[config.mk]
export PLATFORM = sky130hd
export DESIGN_NAME = trap_irq_controller
export DESIGN_NICKNAME = d
export VERILOG_FILES = /design/src/rtl/trap_irq_controller.sv
export SDC_FILE = /design/constraint.sdc
export NUM_CORES = 1
export LEC_CHECK = 0
export ABC_AREA = 1
export CAP_MARGIN = 0
export CORE_ASPECT_RATIO = 0.7
export CORE_UTILIZATION = 47
export CTS_CLUSTER_SIZE = 25
export DETAILED_ROUTE_END_ITERATION = 7
export GPL_ROUTABILITY_DRIVEN = 1
export PLACE_DENSITY = 0.81
export SYNTH_ARGS = -nofsm -noshare
export SYNTH_HDL_FRONTEND = slang
export SYNTH_SLANG_ARGS = --single-unit
[constraint.sdc]
create_clock -name clk -period 2 [get_ports clk]
set_input_delay 0.4 -clock clk [delete_from_list [all_inputs] [get_ports clk]]
set_output_delay 0.4 -clock clk [all_outputs]
set_load 0.01 [all_outputs]
[src/rtl/trap_irq_controller.sv]
// trap_irq_controller
//   Trap/interrupt controller for the Mini-RISC-V core. Latches NUM_IRQ
//   edge-triggered interrupt lines plus ecall, picks one by fixed priority
//   (ecall, then lowest IRQ index), and sequences TAKE -> HANDLER -> RET with
//   one-cycle trigger_trap / trigger_trap_ret pulses toward Fetch. Owns the
//   mie/mip/mtvec/mepc/mcause CSRs behind a small read/write port.
//
//   Optional feature macro: TRAP_VECTORED_EN
//     defined   : mtvec[0] is MODE; MODE=1 vectors interrupts to base+4*(16+i),
//                 ecall always goes to the base.
//     undefined : mtvec[1:0] hardwired to 0, trap_vector = mtvec.
//
// Ports
//   clk, Rst          clock, asynchronous active-low reset
//   irq_in            interrupt lines (already in clk domain)
//   ecall, trap_ret   ecall / mret decoded in ID this cycle
//   mem_hold          pipeline stall; blocks trap entry and return
//   epc_in            PC captured into mepc when a trap is taken
//   csr_we/sel/wdata  CSR write port (0 mie,1 mip,2 mtvec,3 mepc,4 mcause)
//   csr_rdata         combinational read of csr_sel, reserved selects read 0
//   trigger_trap      one-cycle pulse: redirect PC to trap_vector
//   trigger_trap_ret  one-cycle pulse: redirect PC to mepc
//   trapping          high in TAKE and HANDLER
//   trap_vector, mepc handler target / saved return PC
//   nest_err          sticky: trap request seen while already trapping
module trap_irq_controller #(
    parameter int                NUM_IRQ     = 4,
    parameter int                XLEN        = 32,
    parameter logic [XLEN-1:0]   RESET_MTVEC = XLEN'(32'h0000_0100)
) (
    input  logic                clk,
    input  logic                Rst,
    input  logic [NUM_IRQ-1:0]  irq_in,
    input  logic                ecall,
    input  logic                trap_ret,
    input  logic                mem_hold,
    input  logic [XLEN-1:0]     epc_in,
    input  logic                csr_we,
    input  logic [2:0]          csr_sel,
    input  logic [XLEN-1:0]     csr_wdata,
    output logic [XLEN-1:0]     csr_rdata,
    output logic                trigger_trap,
    output logic                trigger_trap_ret,
    output logic                trapping,
    output logic [XLEN-1:0]     trap_vector,
    output logic [XLEN-1:0]     mepc,
    output logic                nest_err
);

    typedef enum logic [1:0] {IDLE, TAKE, HANDLER, RET} state_t;

    state_t               state, state_nxt;
    logic [NUM_IRQ-1:0]   irq_prev, irq_edge, mip, mie, pend, win_oh, mip_clr;
    logic [XLEN-1:0]      mtvec, mcause, cause_nxt;
    logic [3:0]           win_idx;
    logic                 irq_any, req, take;
    logic                 wr_mie, wr_mip, wr_mtvec, wr_mepc, wr_mcause;

    assign irq_edge = irq_in & ~irq_prev;
    assign pend     = mip & mie;

    // Lowest pending, enabled IRQ index wins.
    always_comb begin
        irq_any = 1'b0;
        win_idx = '0;
        win_oh  = '0;
        for (int i = 0; i < NUM_IRQ; i++) begin
            if (pend[i] && !irq_any) begin
                irq_any   = 1'b1;
                win_idx   = 4'(i);
                win_oh[i] = 1'b1;
            end
        end
    end

    assign req  = ecall | irq_any;
    assign take = (state == IDLE) && req && !mem_hold;

    // IRQ cause is {1, 16+i}; with i<16 the low five bits are simply {1,i}.
    assign cause_nxt = ecall ? XLEN'(11)
                             : {1'b1, {(XLEN-6){1'b0}}, 1'b1, win_idx};

    assign wr_mie    = csr_we && (csr_sel == 3'd0);
    assign wr_mip    = csr_we && (csr_sel == 3'd1);
    assign wr_mtvec  = csr_we && (csr_sel == 3'd2);
    assign wr_mepc   = csr_we && (csr_sel == 3'd3);
    assign wr_mcause = csr_we && (csr_sel == 3'd4);

    // Clear sources: the channel being taken and write-1-to-clear from CSR.
    assign mip_clr = ((take && !ecall) ? win_oh : '0)
                   | (wr_mip ? csr_wdata[NUM_IRQ-1:0] : '0);

    // ---------------- FSM: state register ----------------
    always_ff @(posedge clk or negedge Rst) begin
        if (!Rst) state <= IDLE;
        else      state <= state_nxt;
    end

    // ---------------- FSM: next state ----------------
    always_comb begin
        state_nxt = state;
        case (state)
            IDLE:    if (req && !mem_hold)      state_nxt = TAKE;
            TAKE:                               state_nxt = HANDLER;
            HANDLER: if (trap_ret && !mem_hold) state_nxt = RET;
            RET:                                state_nxt = IDLE;
            default:                            state_nxt = IDLE;
        endcase
    end

    // ---------------- FSM: outputs ----------------
    always_comb begin
        trigger_trap     = 1'b0;
        trigger_trap_ret = 1'b0;
        trapping         = 1'b0;
        case (state)
            TAKE:    begin trigger_trap = 1'b1; trapping = 1'b1; end
            HANDLER: trapping = 1'b1;
            RET:     trigger_trap_ret = 1'b1;
            default: ;
        endcase
    end

    // ---------------- pending / enable ----------------
    always_ff @(posedge clk or negedge Rst) begin
        if (!Rst) begin
            irq_prev <= '0;
            mip      <= '0;
            mie      <= '0;
        end else begin
            irq_prev <= irq_in;
            mip      <= (mip & ~mip_clr) | irq_edge;   // a new edge beats a clear
            if (wr_mie) mie <= csr_wdata[NUM_IRQ-1:0];
        end
    end

    // ---------------- mtvec / mepc / mcause ----------------
    always_ff @(posedge clk or negedge Rst) begin
        if (!Rst) begin
`ifdef TRAP_VECTORED_EN
            mtvec  <= {RESET_MTVEC[XLEN-1:2], 1'b0, RESET_MTVEC[0]};
`else
            mtvec  <= {RESET_MTVEC[XLEN-1:2], 2'b00};
`endif
            mepc   <= '0;
            mcause <= '0;
        end else begin
            if (wr_mtvec) begin
`ifdef TRAP_VECTORED_EN
                mtvec <= {csr_wdata[XLEN-1:2], 1'b0, csr_wdata[0]};
`else
                mtvec <= {csr_wdata[XLEN-1:2], 2'b00};
`endif
            end
            // Hardware capture on trap entry takes precedence over software.
            if (take) begin
                mepc   <= epc_in;
                mcause <= cause_nxt;
            end else begin
                if (wr_mepc)   mepc   <= {csr_wdata[XLEN-1:2], 2'b00};
                if (wr_mcause) mcause <= csr_wdata;
            end
        end
    end

    // ---------------- nesting error ----------------
    always_ff @(posedge clk or negedge Rst) begin
        if (!Rst)
            nest_err <= 1'b0;
        else if (trapping && (ecall || |(irq_edge & mie)))
            nest_err <= 1'b1;
    end

    // ---------------- trap target ----------------
    // Derived from the latched mcause so it is stable from TAKE onward.
    always_comb begin
`ifdef TRAP_VECTORED_EN
        trap_vector = {mtvec[XLEN-1:2], 2'b00};
        if (mtvec[0] && mcause[XLEN-1])
            trap_vector = {mtvec[XLEN-1:2], 2'b00} + XLEN'({mcause[4:0], 2'b00});
`else
        trap_vector = mtvec;
`endif
    end

    // ---------------- CSR read ----------------
    always_comb begin
        csr_rdata = '0;
        case (csr_sel)
            3'd0:    csr_rdata = XLEN'(mie);
            3'd1:    csr_rdata = XLEN'(mip);
            3'd2:    csr_rdata = mtvec;
            3'd3:    csr_rdata = mepc;
            3'd4:    csr_rdata = mcause;
            default: csr_rdata = '0;
        endcase
    end

endmodule

Word-level counts from Yosys, hierarchy flattened
Cells that the tools add are included.
{"block": "word_totals", "regBits": 109, "wordCells": 77}
{"block": "op_classes", "eq_ne": 9, "mux": 24, "bitwise": 9, "n_reduce_logical": 27}
{"operator": "32-bit two-way mux", "n": 5}
{"operator": "32-bit case mux with 5 select lines", "n": 1}
{"operator": "4-bit bitwise AND", "n": 4}
{"operator": "1-bit logical AND", "n": 14}
{"operator": "4-bit two-way mux", "n": 3}
{"operator": "1-bit two-way mux", "n": 11}
{"operator": "4-bit inverter", "n": 2}
{"operator": "4-bit OR", "n": 2}
{"operator": "2-bit case mux with 4 select lines", "n": 1}
{"operator": "3-bit by 2-bit == test with 1-bit output (second input constant)", "n": 2}
{"operator": "2-bit two-way mux", "n": 3}
{"operator": "1-bit zero test", "n": 5}
{"operator": "2-bit == test (second input constant)", "n": 2}
{"operator": "2-bit nonzero test", "n": 2}
{"operator": "4-bit OR reduction", "n": 1}
{"operator": "3-bit by 1-bit == test with 1-bit output (second input constant)", "n": 1}
{"operator": "3-bit == test (second input constant)", "n": 1}
{"operator": "3-bit zero test", "n": 1}
{"operator": "2-bit by 1-bit == test with 1-bit output (second input constant)", "n": 1}
{"operator": "2-bit zero test", "n": 1}
{"operator": "2-bit by 1-bit inequality test with 1-bit output (second input constant)", "n": 1}
{"operator": "2-bit inequality test (second input constant)", "n": 1}
{"operator": "2-bit AND reduction", "n": 1}
{"operator": "2-bit OR reduction", "n": 1}
{"operator": "other kinds (2)", "n": 2}

Longest topological paths before layout
Gate-level depths: netlist (run 1).
{"block": "depth", "ltp_word": 20, "depth_mapped": 11}

Worst setup path after synthesis (run 1)
No wires, ideal clock.
{"block": "synth_timing", "path_kind": "input to output", "start": "in csr_sel[1]", "end": "out csr_rdata[2]", "t_arrival_ps": 1218, "setup_slack_ps": 382, "path_stages": 9, "path_buffers": 1, "cell_sequence": "inv_1 -> nor2_1 -> nand2_1 -> inv_1 -> clkbuf_1 -> nand2_1 -> nand2_1 -> a21oi_1 -> nand3_1"}
{"block": "synth_via", "elab_chain_cells": 2, "word_cells_on_any_way": 6}
{"element": "start, declared", "line": "39", "rtl": "input logic [2:0] csr_sel,"}
{"element": "3-bit == test (tied with other cells)", "line": "189", "rtl": "case (csr_sel)"}
{"element": "32-bit case mux with 5 select lines *", "line": "189"}
{"element": "end, declared", "line": "41", "rtl": "output logic [XLEN-1:0] csr_rdata,"}
Every way passes the cells marked *; elsewhere a longest branch is shown, timed or not.

Worst setup path in the final report (run 1)
Ends and elaborated chain as after synthesis.

==> impl_metrics.yaml, run 1 <==
sta:
  rsz0062_at_grt: "false"
  post-route-min-period_ps: 1893
  fin_ws_ps: 106.7
  finalSetupViolCount: 0
  fmaxAchievable_ghz: 0.5282
  holdWs_ps: 31.55
  worst_slew_pin_slew_ps: 599.9
  max-slew-margin-rel_pct: 59.95
  skew_ps: 10.41
  fin_crit_sh_pct: 94.67
  hold_viol: 0
  maxSlewViolCount: 0
yosys:
  synth_common_cells: "363 x nand2_1, 108 x dfrtp_1, 63 x nand3_1"
  synth_fa_ha_area_share_pct: 1.119
  avgSynthCellArea_sq_um: 7.820
  yosys_warnings: 0
  async_reset_ff_share_pct: 100.0
  synth_top_area_share_pct: 48.33
  synthSimpleGateAreaFrac_pct: 35.18
  synth-compound-area-share_pct: 2.506
  syn_inst: 715
  yosysUniqueCellTypes: 31
  synth-main-ff-cell: "dfrtp_1"
  ys_seq_area_share_pct: 48.80
  synth_xor_area_share_pct: 0
  muxShareOfSynthArea_pct: 5.639
  netlist_top_cells_area: "dfrtp_1 48%, nand2_1 24%, nand3_1 5.6%, mux2_2 5.2%, nand4_1 3.6%"
  synth_area_leader_cell: "dfrtp_1"
  synth_edf_count: 0
  yosys_register_bits: 109
  synth_top_family_by_area: "simple AND/OR/NAND/NOR gates"
  syn_area_sq_um: 5592
  yosysMostFrequentCell: "nand2_1"
cts:
  tritoncts: "built"
  clk_pin_slew_ps: 80
  htreeDepth: 3
  clockBufferDepth: 2
  clkLatencyLatePin_ps: 360
  cts_sinks: 109
  cts_buffers: 9
  cts_root_buf: "clkbuf_16"
  hold_buffers: 0
worst_setup_path:
  r2r_end: "mepc[23]$_DFFE_PN0P_"
  crit_slowest_cell: "bufbuf_16"
  start_kind: "primary input"
  cp.required_ps: 1600
  cp_common_cell: "inv_2"
  rr_worst_depth: 9
  path_max_fanout: 6
  worstSetupPathType: "primary input to output pin"
  rr_startpoint: "mie[0]$_DFFE_PN0P_"
  path_cells: "clkbuf_2, inv_2, nor2_4, nand2_2, inv_2, buf_4, bufbuf_16, nand2_1, nand3_1, buf_2"
  crit_arrival_ps: 1490
  end_kind: "output pin"
  cpPeakStageDelay_ps: 280
  rrSetupSlack_ps: 130
floorplanning:
  die_x_um: 132.4
  core_sq_um: 11290
  rows: 32
  fp.dieH_um: 93.26
  io_pins: 177
  dieArea_sq_um: 12340
  initial_core_util_pct: 49.52
global_route:
  grt_antenna_before_repair: 0
  grt_max_degree: 43
  grt_overflow_total: 0
  grt_pass1_vias: 5937
  grt_usage_pct: 32.47
  grt_pass1_wl_mm: 30.77
final_layout:
  num_antenna_cells: 0
  nNetsFinal: 996
  area_growth_pct: 46.16
  fill_cells: 843
  seqCellArea_sq_um: 2729
  multiInputGateArea_sq_um: 2536
  layout-drive-gt1-share_pct: 16.97
detailed_routing:
  ant_nets: 0
  first_pass_iters: 5
  drc: 0
  wl_per_cell_um: 17.89
  postRouteWirelength_mm: 19.18
  vias: 5859
  initialDrtViolationCount: 606
  viasPerCell: 5.465
place:
  portBuffers: 174
  dp_worst_setup_slack_ps: -640.2
  gp_congestion: 0.8879
  place_hpwl_mm: 12.69
power:
  power_leakage_nw: 4.191
  power_density_nw_per_um2: 1097
  peakVddDrop_mv: 0.6097
worst_hold_path:
  hp-class: "primary input to asynchronous set/reset pin"
flow_run:
  max_cap_violations: 0
run_status:
  outcome: "completed"
## final cells by class
class / count / share of cell area [%]
inverter: 33 / 1.577
clock buffer: 9 / 2.756
timing repair buffer: 229 / 27.92
clock inverter: 7 / 0.9798
sequential: 109 / 33.39
tap: 153 / 2.342
multi-input combinational: 532 / 31.03
## state kept, by name, summed over array words and instances, names as in the netlist
name         flops
mie              4
mip              4
nest_err         1
mcause          32
mepc            32
trap_vector     30
state            2
irq_prev         4
## placed cells by master, fill, tap and decap left out, drive strengths merged, types with 8 or more instances in the layout
master and instances:
nand2 366, clkdlybuf4s50 135, buf 87, nand3 64, dfrtp 108, o21ai 16
mux2 28, nor2 8, clkbuf 11, nand4 32, inv 35
## worst max path at each step
stage                                  start              endpoint  slack [ps]  depth (start not counted)
after floorplan                   csr_sel[1]          csr_rdata[2]         380                          9
after global placement            csr_sel[1]          csr_rdata[5]        -570                          9
after detailed placement          csr_sel[1]          csr_rdata[5]        -640                          9
after CTS                         csr_sel[1]          csr_rdata[5]           3                         11
after global routing      mie[0]$_DFFE_PN0P_  mepc[15]$_DFFE_PN0P_           1                          9
final                             csr_sel[1]          csr_rdata[2]         110                         10
## critical path: cells and delay by family
kind | cells | cell delay [ps]
buf+inv | 6 | 770
simple gates | 4 | 320
## per-layer routing
layer / routed length, um / track usage, % / vias to the layer above
met2: 8922 / 53.16 / 359
met1: 7843 / 42.15 / 2776
met4: 415 / 10.63 / 0
met3: 1995 / 8.564 / 39
met5: 0 / 0 / -
li1: - / - / 2685
## what timing repair did
item	in CTS	in global routing
pin swaps	2	4
resized for setup	150	12
endpoints found under the setup margin	34	39
hold endpoints to repair	0	0
setup buffers	15	1
gates cloned	5	0
## logic make-up after synthesis
kind of cell / count (synthesis)
AOI/OAI and AO/OA: 25
adders and majority gates: 5
and+or+nand+nor: 472
muxes: 28
buffers and inverters: 75
DFF: 109
other: 1
## where the power goes
part	switching [mW]	internal (mW)	leakage, nW
sequential	0.554	2.88	1.35
clock	0.877	0.991	0.148
combinational	1.92	1.75	2.69
## per-stage QoR
step	TNS (ps)	std cells	util [%]	power (mW)	area [sq um]
6_report	0	1072	72.38	8.969	8173
5_1_grt	0	1072	72.38	9.464	8173
4_1_cts	0	1071	72.19	8.915	8150
3_5_place_dp	-37730	1035	67.83	7.068	7659
3_3_place_gp	-31510	1035	67.83	6.917	7659
2_1_floorplan	0	716	-	5.154	5595
No activity file was read; power rests on OpenSTA's default activity.
==> run 2, diff against run 1 <==
--- a/config.mk
+++ b/config.mk
@@ -12,6 +12,7 @@
 export CTS_CLUSTER_SIZE = 25
 export DETAILED_ROUTE_END_ITERATION = 7
 export GPL_ROUTABILITY_DRIVEN = 1
+export HOLD_SLACK_MARGIN = 0.15
 export PLACE_DENSITY = 0.81
 export SYNTH_ARGS = -nofsm -noshare
 export SYNTH_HDL_FRONTEND = slang
==> run 2 against run 1 <==
Effect of this change:
- first-iteration DRC count up 4.8%
- combinational power about the same
- critical path type is now flop to flop
- flip-flop and latch count unchanged
- maximum frequency up 0.50%
- largest cell class unchanged
- largest power group unchanged
==> impl_metrics.yaml, run 2 (synthesis results as in run 1) <==
sta:
  fin_crit_sh_pct: 94.20
  hold_viol: 0
  max-slew-margin-rel_pct: 59.51
  finalSetupViolCount: 0
  maxSlewViolCount: 0
  fmaxAchievable_ghz: 0.5308
  worst_slew_pin_slew_ps: 606.5
  rsz0062_at_grt: "false"
  setup_tns_ps: 0
  holdWs_ps: 476.0
  skew_ps: 10.64
  post-route-min-period_ps: 1884
worst_setup_path:
  cp_common_cell: "nand2_1"
  path_cells: "nand2_1, nand2_1, nor2_2, nand2_4, nand3_2, nand2_2, inv_2, nand2_1, nand2_1"
  start_kind: "flop"
  worstSetupPathType: "flop to flop"
  crit_slowest_cell: "dfrtp_1"
  cpPeakStageDelay_ps: 460
  path_max_fanout: 29
  end_kind: "flop"
  cp.buffers_inverters: 1
  crit_family: "simple AND/OR/NAND/NOR gates"
  crit_arrival_ps: 2180
  cp.required_ps: 2300
place:
  place_hpwl_mm: 12.69
  gp_congestion: 0.8879
  postPlaceCellArea_sq_um: 7659
  post-place-cells: 1035
  portBuffers: 174
detailed_routing:
  ant_nets: 0
  viasPerCell: 5.485
  initialDrtViolationCount: 635
  postRouteWirelength_mm: 19.11
  vias: 5885
  wl_per_cell_um: 17.81
  first_pass_iters: 6
  drc: 0
cts:
  tritoncts: "built"
  htreeDepth: 3
  cts_buffers: 9
  clk_pin_slew_ps: 80
  cts_sinks: 109
  clockBufferDepth: 2
  cts_root_buf: "clkbuf_16"
  clkLatencyLatePin_ps: 360
global_route:
  grt_antenna_before_repair: 0
  grt_pass1_vias: 5937
  grt_usage_pct: 32.47
  grt_overflow_total: 0
  grt_max_degree: 43
  grt_pass1_wl_mm: 30.77
floorplanning:
  die_x_um: 132.4
  fp.dieH_um: 93.26
  dieArea_sq_um: 12340
  rows: 32
  initial_core_util_pct: 49.52
  io_pins: 177
  core_sq_um: 11290
run_status:
  outcome: "completed"
worst_hold_path:
  hp-class: "flop to flop"
final_layout:
  nNetsFinal: 997
  layout_common_cells: "359 x nand2_1, 135 x clkdlybuf4s50_1, 108 x dfrtp_1"
  num_antenna_cells: 0
  layout-drive-gt1-share_pct: 16.96
  final_common_cell: "nand2_1"
  seqCellArea_sq_um: 2729
  fin_cells: 1073
  multiInputGateArea_sq_um: 2536
  design_area_sq_um: 8183
  fill_cells: 843
  finish.utilization_pct: 72.47
  area_growth_pct: 46.34
flow_run:
  max_cap_violations: 0
power:
  peakVddDrop_mv: 0.6069
  power_leakage_nw: 4.196
  power_density_nw_per_um2: 1096
run 2: final cells by class:
class,count,share of cell area [%]
multi-input cells,532,30.99
clock inverters,7,0.9786
well taps,153,2.339
repair buffers,230,28.01
clock buffers,9,2.752
inverters,33,1.575
flip-flops and latches,109,33.35
run 2: worst paths after layout:
path | from | to | slack [ps] | cells after the start
max | mie[0]$_DFFE_PN0P_ | mepc[23]$_DFFE_PN0P_ | 120 | 9
min | mcause[5]$_DFFE_PN0P_ | mcause[5]$_DFFE_PN0P_ | 480 | 2
max reg2reg | mie[0]$_DFFE_PN0P_ | mepc[23]$_DFFE_PN0P_ | 120 | 9
min reg2reg | mcause[5]$_DFFE_PN0P_ | mcause[5]$_DFFE_PN0P_ | 480 | 2
max in group asynchronous | Rst | trap_vector[8]$_DFFE_PN1P_ | 730 | 3
min in group asynchronous | Rst | trap_vector[26]$_DFFE_PN0P_ | 590 | 2
run 2: stage by stage:
step           power [mW]  setup slack [ps]
6_report            8.968             116.1
3_5_place_dp        7.068            -640.2
2_1_floorplan       5.154             381.9
5_1_grt             9.465             1.471
4_1_cts             8.917             2.545
3_3_place_gp        6.917            -573.2
run 2: where the power goes:
group / switching, mW / leakage, nW / total (mW) / internal, mW
Sequential: 0.554 / 1.35 / 3.43 / 2.88
Clock: 0.879 / 0.148 / 1.87 / 0.991
Combinational: 1.91 / 2.70 / 3.67 / 1.75
run 2: worst reg2reg max path, cell delays in order, from the launching register on:
cell and delay (ps):
dfrtp_1 460, nand2_1 130, nand2_1 100, nor2_2 140, nand2_4 60, nand3_2 100, nand2_2 100, inv_2 460
nand2_1 160, nand2_1 120
run 2: layer usage:
metal / GRT usage, % / vias up / wire [um] / part of all wire [%]
li1: - / 2685 / - / -
met1: 42.15 / 2806 / 7896 / 41
met4: 10.63 / 0 / 420 / 2.2
met3: 8.564 / 40 / 1961 / 10
met2: 53.16 / 354 / 8835 / 46
met5: 0 / - / 0 / 0
run 2: what timing repair did:
item                       in CTS  in global routing
gates cloned                    5                  0
hold buffers                    1                  0
resized for setup             150                 12
pin swaps                       2                  4
hold endpoints to repair       37                  0
buffers inserted               15                  1
setup endpoints to repair      34                 39
==> run 3, diff against run 2 <==
==> constraint.sdc (replaced) <==
create_clock -name clk -period 2.1 [get_ports clk]
set_input_delay 0.42 -clock clk [delete_from_list [all_inputs] [get_ports clk]]
set_output_delay 0.42 -clock clk [all_outputs]
set_load 0.01 [all_outputs]
==> run 3 against run 2 <==
Effect of this change:
- wire length fell by 5.1%
- largest cell class unchanged
- power shrank 4.7%
- clock skew decreased by 5.4 ps
- critical path type is now primary input to output pin
- largest power group unchanged
- global-route usage decreased by 1.6 points
==> impl_metrics.yaml, run 3 (synthesis results as in run 1) <==
worst_setup_path:
  crit_arrival_ps: 1610
  worstSetupPathType: "primary input to output pin"
  end_kind: "output pin"
  cp.buffers_inverters: 6
  path_cells: "dlygate4sd2_1, inv_2, nand2_4, nor2_4, buf_6, buf_6, buf_16, nand2_1, nand3_2, buf_2"
  path_max_fanout: 8
  start_kind: "primary input"
  crit_family: "buffers and inverters"
  cp.required_ps: 1680
  crit_slowest_cell: "dlygate4sd2_1"
  cp_common_cell: "buf_6"
  cpPeakStageDelay_ps: 250
place:
  gp_congestion: 0.9043
  place_hpwl_mm: 12.55
  portBuffers: 174
  dp_worst_setup_slack_ps: -558.6
detailed_routing:
  vias: 5786
  wl_per_cell_um: 17.11
  first_pass_iters: 5
  postRouteWirelength_mm: 18.14
  viasPerCell: 5.458
  drc: 0
  initialDrtViolationCount: 421
  ant_nets: 0
sta:
  worst_slew_pin_slew_ps: 616.8
  fin_ws_ps: 65.80
  rsz0062_at_grt: "false"
  fmaxAchievable_ghz: 0.4916
  post-route-min-period_ps: 2034
  max-slew-margin-rel_pct: 58.82
  hold_viol: 0
  fin_crit_sh_pct: 96.87
  skew_ps: 5.225
  maxSlewViolCount: 0
  finalSetupViolCount: 0
final_layout:
  finish.utilization_pct: 71.07
  area_growth_pct: 43.50
  final_common_cell: "nand2_1"
  num_antenna_cells: 0
  layout-drive-gt1-share_pct: 14.33
  fill_cells: 897
  layout_common_cells: "361 x nand2_1, 137 x clkdlybuf4s50_1, 108 x dfrtp_1"
  nNetsFinal: 984
global_route:
  grt_max_degree: 53
  grt_pass1_wl_mm: 29.73
  grt_usage_pct: 30.83
  grt_antenna_before_repair: 0
  grt_pass1_vias: 5875
  grt_overflow_total: 0
cts:
  tritoncts: "built"
  cts_sinks: 109
  cts_buffers: 9
  clkLatencyLatePin_ps: 340
  clockBufferDepth: 2
  cts_root_buf: "clkbuf_16"
  htreeDepth: 3
  clk_pin_slew_ps: 70
floorplanning:
  die_x_um: 132.4
  initial_core_util_pct: 49.52
  fp.dieH_um: 93.26
  dieArea_sq_um: 12340
  rows: 32
  io_pins: 177
  core_sq_um: 11290
worst_hold_path:
  hp-class: "flop to flop"
run_status:
  outcome: "completed"
power:
  power_density_nw_per_um2: 1065
  peakVddDrop_mv: 0.6329
  power_leakage_nw: 4.059
flow_run:
  max_cap_violations: 0
==> run 3: cell types whose count changed in the layout (fill, tap and decap cells not counted), moves of 3 or more <==
| cell | previous run | this run |
|---|---|---|
| buf_12 | 14 | 9 |
| clkdlybuf4s15_1 | 0 | 8 |
| buf_2 | 31 | 22 |
| buf_16 | 4 | 1 |
| clkdlybuf4s15_2 | 0 | 3 |
| buf_4 | 35 | 28 |
==> run 3: cell type report <==
class / instances / area (sq um) / area share (%)
clock inverter: 6 / 96.34 / 1.201
multi-input combinational: 532 / 2525 / 31.47
sequential: 109 / 2729 / 34.01
clock buffer: 10 / 229.0 / 2.854
inverter: 33 / 126.4 / 1.575
tap: 153 / 191.4 / 2.386
timing repair buffer: 217 / 2127 / 26.51
==> run 3: per-stage QoR <==
stage	hold WS [ps]	power (mW)	setup TNS (ps)	instances	cell area [sq um]
floorplan	124.4	4.909	0	716	5595
global placement	375.8	6.562	-25610	1035	7634
detailed placement	384.0	6.696	-29150	1035	7634
CTS	476.0	8.530	0	1060	8004
global route	500.4	9.040	0	1060	8024
finish	474.9	8.547	0	1060	8024
==> run 3: timing repair <==
item	CTS	global route
hold buffers	1	0
gates cloned	2	0
endpoints found under the setup margin	33	27
hold endpoints to repair	28	0
pin swaps	2	3
buffers inserted	6	0
resized for setup	129	6
==> run 3: tightest hold or removal path, delay by kind of cell (launching register included) <==
kind                   cells  cell delay (ps)
flip-flops                 1              350
AND/OR/NAND/NOR            1               50
buffers and inverters      1               40
==> run 3: final timing paths <==
| kind | startpoint | endpoint | slack, ps | cells past startpoint |
|---|---|---|---|---|
| setup / recovery | csr_sel[1] | csr_rdata[24] | 70 | 10 |
| max in group asynchronous | Rst | mcause[11]$_DFFE_PN0P_ | 820 | 3 |
| min in group asynchronous | Rst | mepc[29]$_DFFE_PN0P_ | 560 | 2 |
| hold reg to reg | nest_err$_DFFE_PN0P_ | nest_err$_DFFE_PN0P_ | 470 | 2 |
| setup reg to reg | mie[3]$_DFFE_PN0P_ | mepc[9]$_DFFE_PN0P_ | 230 | 9 |
| hold / removal | nest_err$_DFFE_PN0P_ | nest_err$_DFFE_PN0P_ | 470 | 2 |
==> run 3: metal layers <==
layer / vias to the layer above / GRT usage (%) / wire, um
li1: 2656 / - / -
met1: 2732 / 39.99 / 7497
met2: 362 / 50.53 / 8418
met3: 36 / 7.805 / 1896
met4: 0 / 10.54 / 327
met5: - / 0 / 0
==> run 3: power by group <==
part	leakage, nW	total, mW	switching (mW)	internal [mW]
logic	2.55	3.43	1.80	1.63
clock network	0.155	1.85	0.792	1.06
registers	1.35	3.27	0.526	2.74
total	4.06	8.55	3.12	5.43
